## config.mk

```make
export PLATFORM = sky130hd
export DESIGN_NAME = path_replayer
export DESIGN_NICKNAME = d
export VERILOG_FILES = /design/src/rtl/path_replayer.sv
export SDC_FILE = /design/constraint.sdc
export NUM_CORES = 1
export LEC_CHECK = 0
export CAP_MARGIN = 20
export CORE_ASPECT_RATIO = 0.9
export CORE_MARGIN = 3
export CORE_UTILIZATION = 57
export CTS_CLUSTER_DIAMETER = 120
export DETAILED_ROUTE_END_ITERATION = 8
export GPL_TIMING_DRIVEN = 0
export PLACE_DENSITY = 0.86
export SLEW_MARGIN = 0
export SYNTH_ARGS = -nofsm -noshare
export SYNTH_HDL_FRONTEND = slang
export SYNTH_SLANG_ARGS = --single-unit
```

## constraint.sdc

```tcl
create_clock -name clk -period 4.27 [get_ports clk]
set_input_delay 0.854 -clock clk [delete_from_list [all_inputs] [get_ports clk]]
set_output_delay 0.854 -clock clk [all_outputs]
set_load 0.005 [all_outputs]
```

## src/rtl/path_replayer.sv

```systemverilog
// Replays a move stream through a 16x16 maze and reports a pass/fail verdict.
// Latency: 3 cycles per move (accept, memory read, evaluate); verdict registered.
// Backpressure: move_ready is high only while waiting for a move; no skid storage.
module path_replayer #(
    parameter logic [3:0] START_X = 4'd0,
    parameter logic [3:0] START_Y = 4'd0,
    parameter logic [3:0] GOAL_X  = 4'd15,
    parameter logic [3:0] GOAL_Y  = 4'd15
) (
    input  logic       clk,
    input  logic       rst,
    input  logic       start,
    input  logic       move_valid,
    input  logic [1:0] move,
    input  logic       move_last,
    output logic       move_ready,
    output logic       mem_rd,
    output logic [3:0] mem_x,
    output logic [3:0] mem_y,
    input  logic       mem_data,
    output logic [3:0] pos_x,
    output logic [3:0] pos_y,
    output logic [7:0] step_count,
    output logic       busy,
    output logic       pass,
    output logic       fail,
    output logic [1:0] err_code
);

    typedef enum logic [2:0] {
        IDLE   = 3'd0,
        ACCEPT = 3'd1,
        READ   = 3'd2,
        EVAL   = 3'd3,
        PASS   = 3'd4,
        FAIL   = 3'd5
    } state_t;

    localparam logic [1:0] ERR_NONE = 2'b00;
    localparam logic [1:0] ERR_OOB  = 2'b01;
    localparam logic [1:0] ERR_WALL = 2'b10;
    localparam logic [1:0] ERR_GOAL = 2'b11;

    state_t     state;
    logic       last_q;
    logic [4:0] next_x;
    logic [4:0] next_y;
    logic       out_of_bounds;

    // Candidate position in 5-bit arithmetic so that wrap past 0 or 15 shows up in bit 4.
    always_comb begin
        next_x = {1'b0, pos_x};
        next_y = {1'b0, pos_y};
        case (move)
            2'b00:   next_y = {1'b0, pos_y} - 5'd1;
            2'b01:   next_x = {1'b0, pos_x} + 5'd1;
            2'b10:   next_x = {1'b0, pos_x} - 5'd1;
            default: next_y = {1'b0, pos_y} + 5'd1;
        endcase
        out_of_bounds = next_x[4] | next_y[4];
    end

    // Session FSM; mem_x/mem_y double as the captured candidate between READ and EVAL.
    always_ff @(posedge clk or negedge rst) begin
        if (!rst) begin
            state      <= IDLE;
            pos_x      <= START_X;
            pos_y      <= START_Y;
            step_count <= 8'd0;
            move_ready <= 1'b0;
            mem_rd     <= 1'b0;
            mem_x      <= 4'd0;
            mem_y      <= 4'd0;
            busy       <= 1'b0;
            pass       <= 1'b0;
            fail       <= 1'b0;
            err_code   <= ERR_NONE;
            last_q     <= 1'b0;
        end else begin
            case (state)
                IDLE, PASS, FAIL: begin
                    if (start) begin
                        state      <= ACCEPT;
                        pos_x      <= START_X;
                        pos_y      <= START_Y;
                        step_count <= 8'd0;
                        pass       <= 1'b0;
                        fail       <= 1'b0;
                        err_code   <= ERR_NONE;
                        busy       <= 1'b1;
                        move_ready <= 1'b1;
                    end
                end
                ACCEPT: begin
                    if (move_valid) begin
                        move_ready <= 1'b0;
                        if (out_of_bounds) begin
                            state    <= FAIL;
                            fail     <= 1'b1;
                            busy     <= 1'b0;
                            err_code <= ERR_OOB;
                        end else begin
                            state  <= READ;
                            mem_rd <= 1'b1;
                            mem_x  <= next_x[3:0];
                            mem_y  <= next_y[3:0];
                            last_q <= move_last;
                        end
                    end
                end
                READ: begin
                    mem_rd <= 1'b0;
                    state  <= EVAL;
                end
                EVAL: begin
                    if (mem_data) begin
                        state    <= FAIL;
                        fail     <= 1'b1;
                        busy     <= 1'b0;
                        err_code <= ERR_WALL;
                    end else begin
                        pos_x <= mem_x;
                        pos_y <= mem_y;
                        if (step_count != 8'hFF) begin
                            step_count <= step_count + 8'd1;
                        end
                        if (!last_q) begin
                            state      <= ACCEPT;
                            move_ready <= 1'b1;
                        end else if (mem_x == GOAL_X && mem_y == GOAL_Y) begin
                            state <= PASS;
                            pass  <= 1'b1;
                            busy  <= 1'b0;
                        end else begin
                            state    <= FAIL;
                            fail     <= 1'b1;
                            busy     <= 1'b0;
                            err_code <= ERR_GOAL;
                        end
                    end
                end
                default: begin
                    state      <= IDLE;
                    move_ready <= 1'b0;
                    mem_rd     <= 1'b0;
                    busy       <= 1'b0;
                end
            endcase
        end
    end

endmodule

```

==> results of run 1 <==
-- flip-flops by register name, summed over array words and instances, names as in the netlist, 2 cells and up --
name,cells
state,3
pos_y,4
step_count,8
err_code,2
mem_x,4
mem_y,4
pos_x,4
-- routing by layer --
layer | up-vias | share of wire, %
met1 | 868 | 48
li1 | 880 | -
met5 | - | 0
met4 | 0 | 0.86
met3 | 5 | 4.2
met2 | 43 | 47
-- cells in the mapped netlist (all sizes together), types with 6 or more instances --
cell type  number  area, um^2
a21oi          10        50.1
nand2          30         113
dfrtp          35         876
nor2           18        67.6
inv             6        22.5
xor2           11        96.3
o21ai          18        90.1
ha              7        87.6
mux2           13         180
buf            10        82.6
nand3           7        35.0
nand2b          6        45.0
-- power breakdown --
part	internal (mW)	total, mW	switching, mW
combinational	0.346	0.628	0.282
sequential	0.422	0.520	0.0981
clock	0.114	0.236	0.122
-- how the worst min path moves through the flow --
| stage | from | endpoint | slack [ns] | depth (start not counted) |
|---|---|---|---|---|
| final | busy | busy | 0.48 | 1 |
| after global routing | busy | busy | 0.51 | 1 |
| after CTS | busy | busy | 0.49 | 1 |
| after detailed placement | busy | busy | 0.47 | 1 |
| after global placement | busy | busy | 0.46 | 1 |
| after floorplan | mem_rd | mem_rd | 0.47 | 2 |
-- stage by stage --
step / power (mW) / cell area (um^2)
detailed placement: 1.15 / 2610
floorplan: 0.896 / 2170
CTS: 1.39 / 2690
finish: 1.38 / 2690
global placement: 1.13 / 2610
global route: 1.48 / 2690
-- cell families (layout without fill, tap and decap cells) --
group / Yosys count / in the layout / synth area share, %
XOR/XNOR: 15 / 15 / 6.04
adder cells (fa/ha/maj): 7 / 7 / 4.03
flip-flops: 35 / 35 / 40.3
AND/OR/NAND/NOR: 87 / 87 / 20.7
AO/OA/AOI/OAI: 45 / 45 / 14.1
multiplexers: 15 / 15 / 9.21
buffers and inverters: 21 / 67 / 5.70
-- final cells by class --
cell class / count / share of cell area, %
plain buffers: 15 / 3.77
clock buffers: 6 / 2.70
clock inverters: 2 / 0.465
inverters: 6 / 0.837
multi-input cells: 169 / 43.7
flip-flops and latches: 35 / 32.6
well taps: 44 / 2.05
repair buffers: 38 / 14.0
==> results by group, run 1 <==
Outcome
  • Outcome: finished clean

Global routing
  • Vias in the first global route: 1762
  • Met1 Resource Use GR: 31.8%
  • GRT Total Usage: a little under a quarter
  • Met2 GRT Util: about a third
  • Met3 usage: 3.88%
  • Initial antenna violation count: 0
  • Largest net degree at the start of global routing: 36
  • Gr busiest metal: met2
  • First-pass GRT wire length: 8270 um
  • Gr ovfl total: 0

Power
  • Leakage dissipation: 1.19 nW
  • P per Cell Area: 515 nW/um^2
  • Peak VDD IR: 0.367 mV

Die
  • DIE AREA: 4590 um^2
  • Initial Util: 61.6%
  • Rows: 20
  • Core area: ~3500 um^2
  • Die span in y: 64.6 um
  • Die X: between 70 and 80 um
  • # IOs: 39

Setup path
  • Most frequent CP cell: ha_1
  • R2R Path End: mem_x[0]
  • Crit Path Max Fanout: 10
  • Critical path depth: 12
  • Crit path cell chain: clkdlybuf4s50_1, inv_1, ha_1, clkbuf_1, xor2_1, ha_1, or3b_1, a211oi_2, o311a_2, nand2b_4, buf_12, mux2_4
  • Critical Path Start Type: primary input
  • Critical path startpoint: move[0]
  • Max incr delay on CP: 0.47 ns
  • Crit-path slowest cell: clkdlybuf4s50_1
  • FF-to-FF setup slack: 1.77 ns
  • Crit end category: register
  • WS Path Type: in2reg
  • Worst R2R Path Depth: 9
  • Worst setup path end: mem_x[0]
  • WP data required: 4.44 ns
  • Crit-path leading delay family: buffers and inverters
  • Worst path bufs/invs: 4
  • R2r startpoint: pos_y[1]
  • Crit path arrival time: 3.72 ns

CTS
  • Reg clk slew, reported paths: ~0.07 ns
  • CTS tree: yes
  • Total clock sinks: 35
  • CTS Buf Count: 5
  • Setup Fix Bufs, Post-CTS: 0
  • Post-CTS sizing: 0
  • Root buffer cell: clkbuf_8
  • Hold-fix buffers, CTS: 0
  • Clk_lat worst skew: 0.29 ns
  • CTS max path bufs: 2
  • Htree depth: 2

Yosys
  • Mean Syn Cell Area: 9.66 um^2
  • Post-Synthesis Cells: between 200 and 250
  • Register area share after synthesis: roughly two fifths
  • Post-synth ARST share: 100%
  • Netlist cell types: 45
  • Synthesized net count: 240
  • Yosys reg bits: 35
  • Most common flop cell mapped by yosys: dfrtp_1
  • Number of flops mapped to enable cells by yosys: 0
  • Synthesized area: 2170 um^2
  • Yosys warns: 0

Finish
  • Most frequent cells in the layout: clkdlybuf4s50_1, dfrtp_1, nand2_1
  • Commonest non-fill, non-tap cell in the layout: clkdlybuf4s50_1
  • FILL cells: 259
  • Finished Layout Cells: 315
  • Multi-input logic area: ~1200 um^2
  • Sequential cell area: 876 um^2
  • Post-layout nets: 285
  • Diodes inserted: 0
  • Area grow syn2layout: 23.7%
  • Fin util: 76.2%
  • Share of cells above drive strength 1: roughly 13%

Place
  • Placer congestion estimate: 0.899
  • Dpl cells: 307
  • Input/output buffers: 38
  • Hpwl dp: 3480 um
  • Setup WS pre-CTS: 0.423 ns

Route
  • WL final: approximately 4800 um
  • Vias: 1796
  • ANT nets after route: 0
  • DRC violations left: 0
  • DR vias/cell: 5.70
  • DRT iter0 DRCs: 119
  • WL/cell: approximately 15 um
  • Drt pass-1 iters: 4

Timing
  • RSZ-0062 raised after global routing: no
  • Max transition margin: between 40% and 50%
  • Setup TNS: 0 ns
  • Final hold slack: 0.481 ns
  • Max frequency: roughly 280 MHz
  • Worst-margin pin slew: 0.808 ns
  • Fin crit share: 83.1%
  • Min cycle time layout: approximately 3.6 ns
  • Clk_skew: about 0.0086 ns
  • Final worst slack: roughly 0.72 ns
  • Hold Fails Final Rpt: 0
  • Final setup viols: 0
  • Max-slew violation count: 0

Worst hold path
  • Hold WC Path Type: reg2reg

Run
  • Max Cap Viol: 0
(Power assumes the default switching activity.)
==> run 2, diff against run 1 <==
- CORE_UTILIZATION: 57 -> 47
- PLACE_DENSITY: 0.86 -> 0.75
- clock period: 4.27 -> 3 ns (I/O delays scaled with it)
==> results by group, run 2 (synthesis results as in run 1) <==
Timing
  • Min cycle time layout: 2.93 ns
  • Clk_skew: 0.00645 ns
  • Max transition margin: about half
  • Max frequency: 341 MHz
  • Hold Fails Final Rpt: 0
  • Final hold slack: 0.375 ns
  • Max-slew violation count: 0
  • Fin crit share: 97.7%
  • Final worst slack: 0.0688 ns
  • RSZ-0062 raised after global routing: no
  • Final setup viols: 0
  • Worst-margin pin slew: 0.762 ns

Setup path
  • R2r startpoint: pos_y[1]
  • Crit path cell chain: clkdlybuf4s50_1, inv_2, ha_2, xor2_1, ha_2, or4bb_1, nand3_2, o311a_4, nand2b_4, clkbuf_16, mux2_4
  • FF-to-FF setup slack: approximately 0.6 ns
  • R2R Path End: mem_x[1]
  • Worst path bufs/invs: 3
  • Worst setup path end: mem_x[1]
  • Worst R2R Path Depth: 9
  • Critical path startpoint: move[0]
  • Crit Path Max Fanout: 8
  • Crit path arrival time: 3.11 ns
  • Max incr delay on CP: about 0.42 ns
  • Crit-path leading delay family: buffers and inverters
  • Crit end category: register
  • WP data required: 3.18 ns
  • Most frequent CP cell: ha_2
  • Critical Path Start Type: primary input
  • Critical path depth: 11
  • Crit-path slowest cell: or4bb_1
  • WS Path Type: in2reg

Die
  • # IOs: 39
  • Die span in y: 70.5 um
  • Core area: around 4300 um^2
  • Initial Util: 51.0%
  • DIE AREA: around 5500 um^2
  • Die X: 77.7 um
  • Rows: 22

Finish
  • Largest Register: step_count
  • Area grow syn2layout: 30.6%
  • Post-layout nets: 288
  • Share of cells above drive strength 1: 16.4%
  • Max FFs per register: 8
  • Diodes inserted: 0
  • Post-route cell area: 2840 um^2
  • Most frequent cells in the layout: clkdlybuf4s50_1, dfrtp_1, nand2_1
  • Commonest non-fill, non-tap cell in the layout: clkdlybuf4s50_1

CTS
  • Total clock sinks: 35
  • CTS tree: yes
  • CTS Buf Count: 5
  • Clk_lat worst skew: 0.29 ns
  • Root buffer cell: clkbuf_8
  • Reg clk slew, reported paths: 0.08 ns
  • CTS max path bufs: 2
  • Htree depth: 2

Route
  • DRC violations left: 0
  • ANT nets after route: 0
  • Vias: 1828
  • DR vias/cell: between 5 and 6
  • DRT iter0 DRCs: 124
  • WL/cell: 14.7 um
  • Drt pass-1 iters: 5
  • WL final: 4910 um

Power
  • P per Cell Area: 765 nW/um^2
  • Leakage dissipation: 1.24 nW
  • Peak VDD IR: roughly 0.45 mV
  • Switching power: 722 uW
  • Seq pwr share: approximately a third
  • Pint: between 1 and 1.5 mW
  • Sw frac: 33.3%
  • Logic pwr share: 42.5%
  • Clock share of power: 23.5%

Place
  • Hpwl dp: 3210 um
  • Input/output buffers: 38
  • Placer congestion estimate: 0.837
  • Cell Area, Placed: 2630 um^2
  • Setup WS pre-CTS: -0.587 ns

Global routing
  • Initial antenna violation count: 0
  • Vias in the first global route: approximately 1700
  • Largest net degree at the start of global routing: 36
  • First-pass GRT wire length: approximately 8100 um
  • GRT Total Usage: 18.5%
  • Gr ovfl total: 0

Worst hold path
  • Hold WC Path Type: in2async

Run
  • Max Cap Viol: 0

Outcome
  • Outcome: finished clean
run 2: cell count changes in the layout (fill, tap and decap cells not counted), sizes merged:
cell,before,now
buf,11,14
bufinv,0,2
clkbuf,11,10
clkdlybuf4s50,37,36
clkinv,1,0
dlygate4sd2,0,1
run 2: layer usage:
metal / vias to the layer above / track usage [%] / part of all wire [%]
li1: 887 / - / -
met1: 885 / 26.4 / 48
met2: 48 / 28.2 / 47
met3: 8 / 3.94 / 4.3
met4: 0 / 5.73 / 1.2
met5: - / 0 / 0
run 2: power by group through the flow:
stage	Sequential, mW	Clock, mW	Combinational (mW)
5_1_grt	0.762	0.537	1.02
2_1_floorplan	0.723	0	0.553
3_3_place_gp	0.740	0	0.875
6_report	0.737	0.510	0.924
4_1_cts	0.735	0.518	0.904
3_5_place_dp	0.741	0	0.886
run 2: final cells by class:
type	instances	area, um^2
inverters	6	22.5
plain buffers	13	92.6
clock buffers	5	68.8
fillers	359	1430
flip-flops and latches	35	876
clock inverters	3	67.6
repair buffers	43	429
multi-input cells	169	1210
well taps	60	75.1
run 2: how the worst min path moves through the flow:
stage / start / to / slack, ns / cells past startpoint
floorplan: rst / busy / 0.30 / 0
global placement: mem_rd / mem_rd / 0.46 / 2
detailed placement: mem_rd / mem_rd / 0.46 / 2
CTS: rst / step_count[4] / 0.41 / 1
global route: rst / step_count[4] / 0.42 / 1
finish: rst / step_count[4] / 0.37 / 1
run 2: what timing repair did:
action	in CTS	in global routing
buffers inserted	1	3
setup endpoints to repair	12	11
cloned	0	1
pin swaps	2	1
hold buffers	0	0
gates resized for setup	7	2
run 2: worst reg2reg max path, cell delays in order (launching register included):
cell and delay [ns]:
dfrtp_1 0.39, buf_6 0.14, xor2_1 0.14, ha_1 0.22, or3b_1 0.37, a211oi_2 0.23, o311a_4 0.21, nand2b_4 0.15
clkbuf_16 0.15, mux2_4 0.29
run 2: stage by stage:
step	total power, mW	TNS [ns]	std cells	utilization, %
after floorplan	1.28	0	225	-
after global placement	1.61	-6.32	323	61.6
after detailed placement	1.63	-6.92	323	61.5
after CTS	2.16	0	331	65.4
after global routing	2.32	0	334	66.5
final	2.17	0	334	66.5
==> run 3, diff against run 2 <==
- CORE_UTILIZATION: 47 -> 57
- DONT_BUFFER_PORTS: default -> 1
==> results by group, run 3 (synthesis results as in run 1) <==
CTS
  • CTS tree: yes
  • Root buffer cell: clkbuf_8
  • Total clock sinks: 35
  • Reg clk slew, reported paths: 0.07 ns
  • Setup Fix Bufs, Post-CTS: 0
  • Clk_lat worst skew: 0.29 ns
  • CTS max path bufs: 2
  • CTS Buf Count: 5
  • Htree depth: 2

Place
  • Setup WS pre-CTS: -0.0737 ns
  • Input/output buffers: 0
  • Hpwl dp: roughly 3300 um
  • Placer congestion estimate: 0.830
  • Dpl cells: 269

Setup path
  • R2r startpoint: pos_y[1]
  • Crit path cell chain: inv_1, ha_1, clkbuf_1, xor2_1, ha_1, or3b_1, a211oi_2, o311a_2, nand2b_4, buf_12, mux2_4
  • WP data required: 3.17 ns
  • Critical Path Start Type: primary input
  • Most frequent CP cell: ha_1
  • Crit path arrival time: 2.96 ns
  • Crit-path slowest cell: or3b_1
  • Max incr delay on CP: 0.37 ns
  • Crit Path Max Fanout: 10
  • WS Path Type: in2reg
  • Crit end category: register
  • Worst R2R Path Depth: 9
  • R2R Path End: mem_x[2]
  • FF-to-FF setup slack: around 0.47 ns

Power
  • Seq pwr share: 42.7%
  • Switching power: 689 uW
  • Logic pwr share: a little under two fifths
  • P per Cell Area: 769 nW/um^2
  • Pint: 1.11 mW
  • Peak VDD IR: approximately 0.55 mV
  • Leakage dissipation: between 1 and 1.5 nW
  • Sw frac: a little under two fifths
  • Clock share of power: 19.9%

Route
  • WL/cell: 16.5 um
  • ANT nets after route: 0
  • DRT iter0 DRCs: 112
  • DRC violations left: 0
  • Vias: about 1700
  • DR vias/cell: 6.01
  • Drt pass-1 iters: 4
  • WL final: 4590 um

Timing
  • Final setup viols: 0
  • Min cycle time layout: 2.78 ns
  • Final worst slack: 0.215 ns
  • Clk_skew: 0.00693 ns
  • Max transition margin: 58.1%
  • Final hold slack: 0.134 ns
  • Max-slew violation count: 0
  • Hold Fails Final Rpt: 0
  • Setup TNS: 0 ns
  • Fin crit share: about 93%
  • RSZ-0062 raised after global routing: no
  • Worst-margin pin slew: approximately 0.62 ns
  • Max frequency: 359 MHz

Die
  • DIE AREA: 4590 um^2
  • Rows: 20
  • Die span in y: 64.6 um
  • Core area: 3530 um^2
  • Die X: 71.1 um
  • Initial Util: 61.6%
  • # IOs: 39

Global routing
  • Largest net degree at the start of global routing: 36
  • Initial antenna violation count: 0
  • GRT Total Usage: between 20% and 30%
  • Vias in the first global route: approximately 1600
  • Gr ovfl total: 0
  • First-pass GRT wire length: 7800 um

Run
  • Max Cap Viol: 0

Finish
  • Commonest non-fill, non-tap cell in the layout: dfrtp_1
  • Largest Register: step_count
  • FILL cells: 289
  • Sequential cell area: 876 um^2
  • Area grow syn2layout: 7.83%
  • Post-layout nets: between 200 and 250
  • Finished Layout Cells: roughly 280
  • Diodes inserted: 0
  • Fin util: between 60% and 70%
  • Max FFs per register: 8
  • Share of cells above drive strength 1: 15.0%
  • Multi-input logic area: 1170 um^2
  • Most frequent cells in the layout: dfrtp_1, nand2_1, nor2_1, o21ai_0, xor2_1

Worst hold path
  • Hold WC Path Type: in2async

Outcome
  • Outcome: finished clean
==> run 3: power by group through the flow <==
stage	clock, mW	combinational, mW	sequential [mW]
finish	0.359	0.674	0.771
global route	0.386	0.745	0.798
CTS	0.368	0.673	0.772
detailed placement	0	0.653	0.777
global placement	0	0.630	0.770
floorplan	0	0.553	0.723
==> run 3: cell type report <==
cell class / count / area share [%]
Buffer: 15 / 4.32
Sequential cell: 35 / 37.4
Timing Repair Buffer: 1 / 0.854
Multi-Input combinational cell: 169 / 50.1
Inverter: 6 / 0.961
Clock inverter: 1 / 0.374
Clock buffer: 7 / 3.68
Tap cell: 44 / 2.35
==> run 3: worst max path at each step <==
stage / startpoint / endpoint / cells after the start / slack, ns
after global routing: move[0] / mem_x[2] / 11 / 0.05
after detailed placement: move[0] / mem_x[2] / 11 / -0.07
final: move[0] / mem_x[2] / 11 / 0.22
after global placement: move[0] / mem_y[2] / 11 / -0.02
after floorplan: move[0] / last_q / 11 / 0.16
after CTS: move[0] / mem_x[2] / 11 / 0.23
==> run 3: metal layers <==
layer	GRT usage, %	wire (um)
met5	0	0
met4	7.51	51
met3	6.98	364
met2	33.2	2130
met1	28.3	2040
==> run 3: timing repair <==
| item | in CTS | in global routing |
|---|---|---|
| hold buffers | 1 | 0 |
| gates resized for setup | 0 | 0 |
| hold endpoints to repair | 35 | 0 |
==> run 3: stage by stage <==
stage / power, mW / cell area, um^2
floorplan: 1.28 / 2170
global placement: 1.40 / 2230
detailed placement: 1.43 / 2230
CTS: 1.81 / 2340
global route: 1.93 / 2340
finish: 1.80 / 2340
==> run 3: critical path, delay by kind of cell <==
kind | cells | cell delay (ns)
xor+xnor | 1 | 0.12
compound gates | 2 | 0.51
buf+inv | 3 | 0.49
simple gates | 2 | 0.53
mux | 1 | 0.30
fa+ha+maj | 2 | 0.38
==> patch: new RTL, settings of run 1 <==
The 6 states of `state_t` get a one-hot encoding in 6 bits.
--- a/src/rtl/path_replayer.sv
+++ b/src/rtl/path_replayer.sv
@@ -27,13 +27,13 @@
     output logic [1:0] err_code
 );
 
-    typedef enum logic [2:0] {
-        IDLE   = 3'd0,
-        ACCEPT = 3'd1,
-        READ   = 3'd2,
-        EVAL   = 3'd3,
-        PASS   = 3'd4,
-        FAIL   = 3'd5
+    typedef enum logic [5:0] {
+        IDLE   = 6'b000001,
+        ACCEPT = 6'b000010,
+        READ   = 6'b000100,
+        EVAL   = 6'b001000,
+        PASS   = 6'b010000,
+        FAIL   = 6'b100000
     } state_t;
 
     localparam logic [1:0] ERR_NONE = 2'b00;
Formal check against the unedited RTL: no difference found for any inputs over 10 cycles, from zero or initial values and one cycle with rst low; not proved beyond that.
==> patch against run 1 <==
Worst setup slack got worse by 0.078 ns; final area down 3.4%; non-clock buffer count down 7; sequential cell count is 3 higher; die area shrank 3.7%; sequential power is 0.8% higher; area after synthesis is 4.1% lower; wire length decreased by 2.3%; register-to-register slack got worse by 0.16 ns; count of clock-buffer cells in the layout increased by 1; first-iteration DRC count is 24% higher; clock skew decreased by 0.0062 ns; total power shrank 14%; critical path type unchanged.
==> patch: results (changes against run 1) <==
Synth
  • Post-synthesis cell count: 203 (-9.8%)
  • Sequential-to-total area share from yosys stat: 45.65% (+5.4 points)
  • Commonest cells post-synth: 37 x dfrtp_1, 17 x nor2_1, 13 x o21ai_0
  • Compound-Gate Fraction of Synth Area: 15.54% (+1.4 points)

Global route
  • Met2 usage: 35.14% (-0.16 points)
  • Number of global-route vias before repair: 1669 (-5.3%)
  • M1 GR Usage: 31.37% (-0.38 points)
  • Met3 Track Usage GR: 6.061% (+2.2 points)
  • Largest net degree at the start of global routing: 39 (+8.3%)
  • First-pass GRT wire length: 7.997 mm (-3.3%)

Placement
  • Detailed Place HPWL: 3.242 mm (-6.8%)
  • Post-place setup slack: 0.3531 ns (-0.06967 ns)
  • GPL Wtd Cong: 0.8154 (-9.3%)
  • Post-DP Area: 2506 µm² (-3.8%)

Layout
  • Final #Nets: 262 (-8.1%)
  • Non-Filler Instances: 292 (-7.3%)
  • Ratio of cells with drive above 1 in the final layout: 12.90% (about the same)

Power and ir drop
  • Worst vdd ir: 0.3201 mV (-13%)

Critical path
  • Worst-path fanout max: 7 (-3)
  • Slowest cell on the critical path: or4_4
  • Delay-heaviest family, CP: simple AND/OR/NAND/NOR gates
  • Worst reg-to-reg setup slack: 1.61 ns (-0.16 ns)

Hold path
  • Hold Crit Start: pass
  • Worst Hold End: pass

Detailed routing
  • Starting DRT DRC Count: 148 (+24%)
  • Vias per inst: 5.849 (+2.6%)
  • WL/cell: 15.96 µm (+5.4%)

Timing
  • Hold slack final: 0.4962 ns (+0.01569 ns)
  • Skew final: 0.002401 ns (-0.006178 ns)

Status
  • Status: finished, final reports clean
## patch: changes by cell type after synthesis, sizes merged, moves of 3 or more
cell	run 1	this run
a22o	0	8
nor4	2	5
xor2	11	7
nand3b	5	2
o21ai	18	14
buf	10	5
xnor2	4	9
nand2	30	12
nand2b	6	3
## patch: cell type report
| cell class | count | area (µm²) | share of cell area (%) |
|---|---|---|---|
| multi-input combinational | 149 | 1067 | 41.09 |
| sequential | 38 | 952.2 | 36.66 |
| timing repair buffer | 37 | 365.4 | 14.07 |
| clock buffer | 7 | 86.33 | 3.324 |
| tap | 44 | 55.05 | 2.119 |
| buffer | 9 | 40.04 | 1.541 |
| inverter | 7 | 26.28 | 1.012 |
| clock inverter | 1 | 5.005 | 0.1927 |
## patch: report_power, final
group	leakage, nW	internal (mW)	total [mW]	switching (mW)
clock network	0.0482	0.130	0.253	0.123
registers	0.512	0.439	0.524	0.0854
logic	0.592	0.224	0.411	0.186
total	1.15	0.793	1.19	0.395
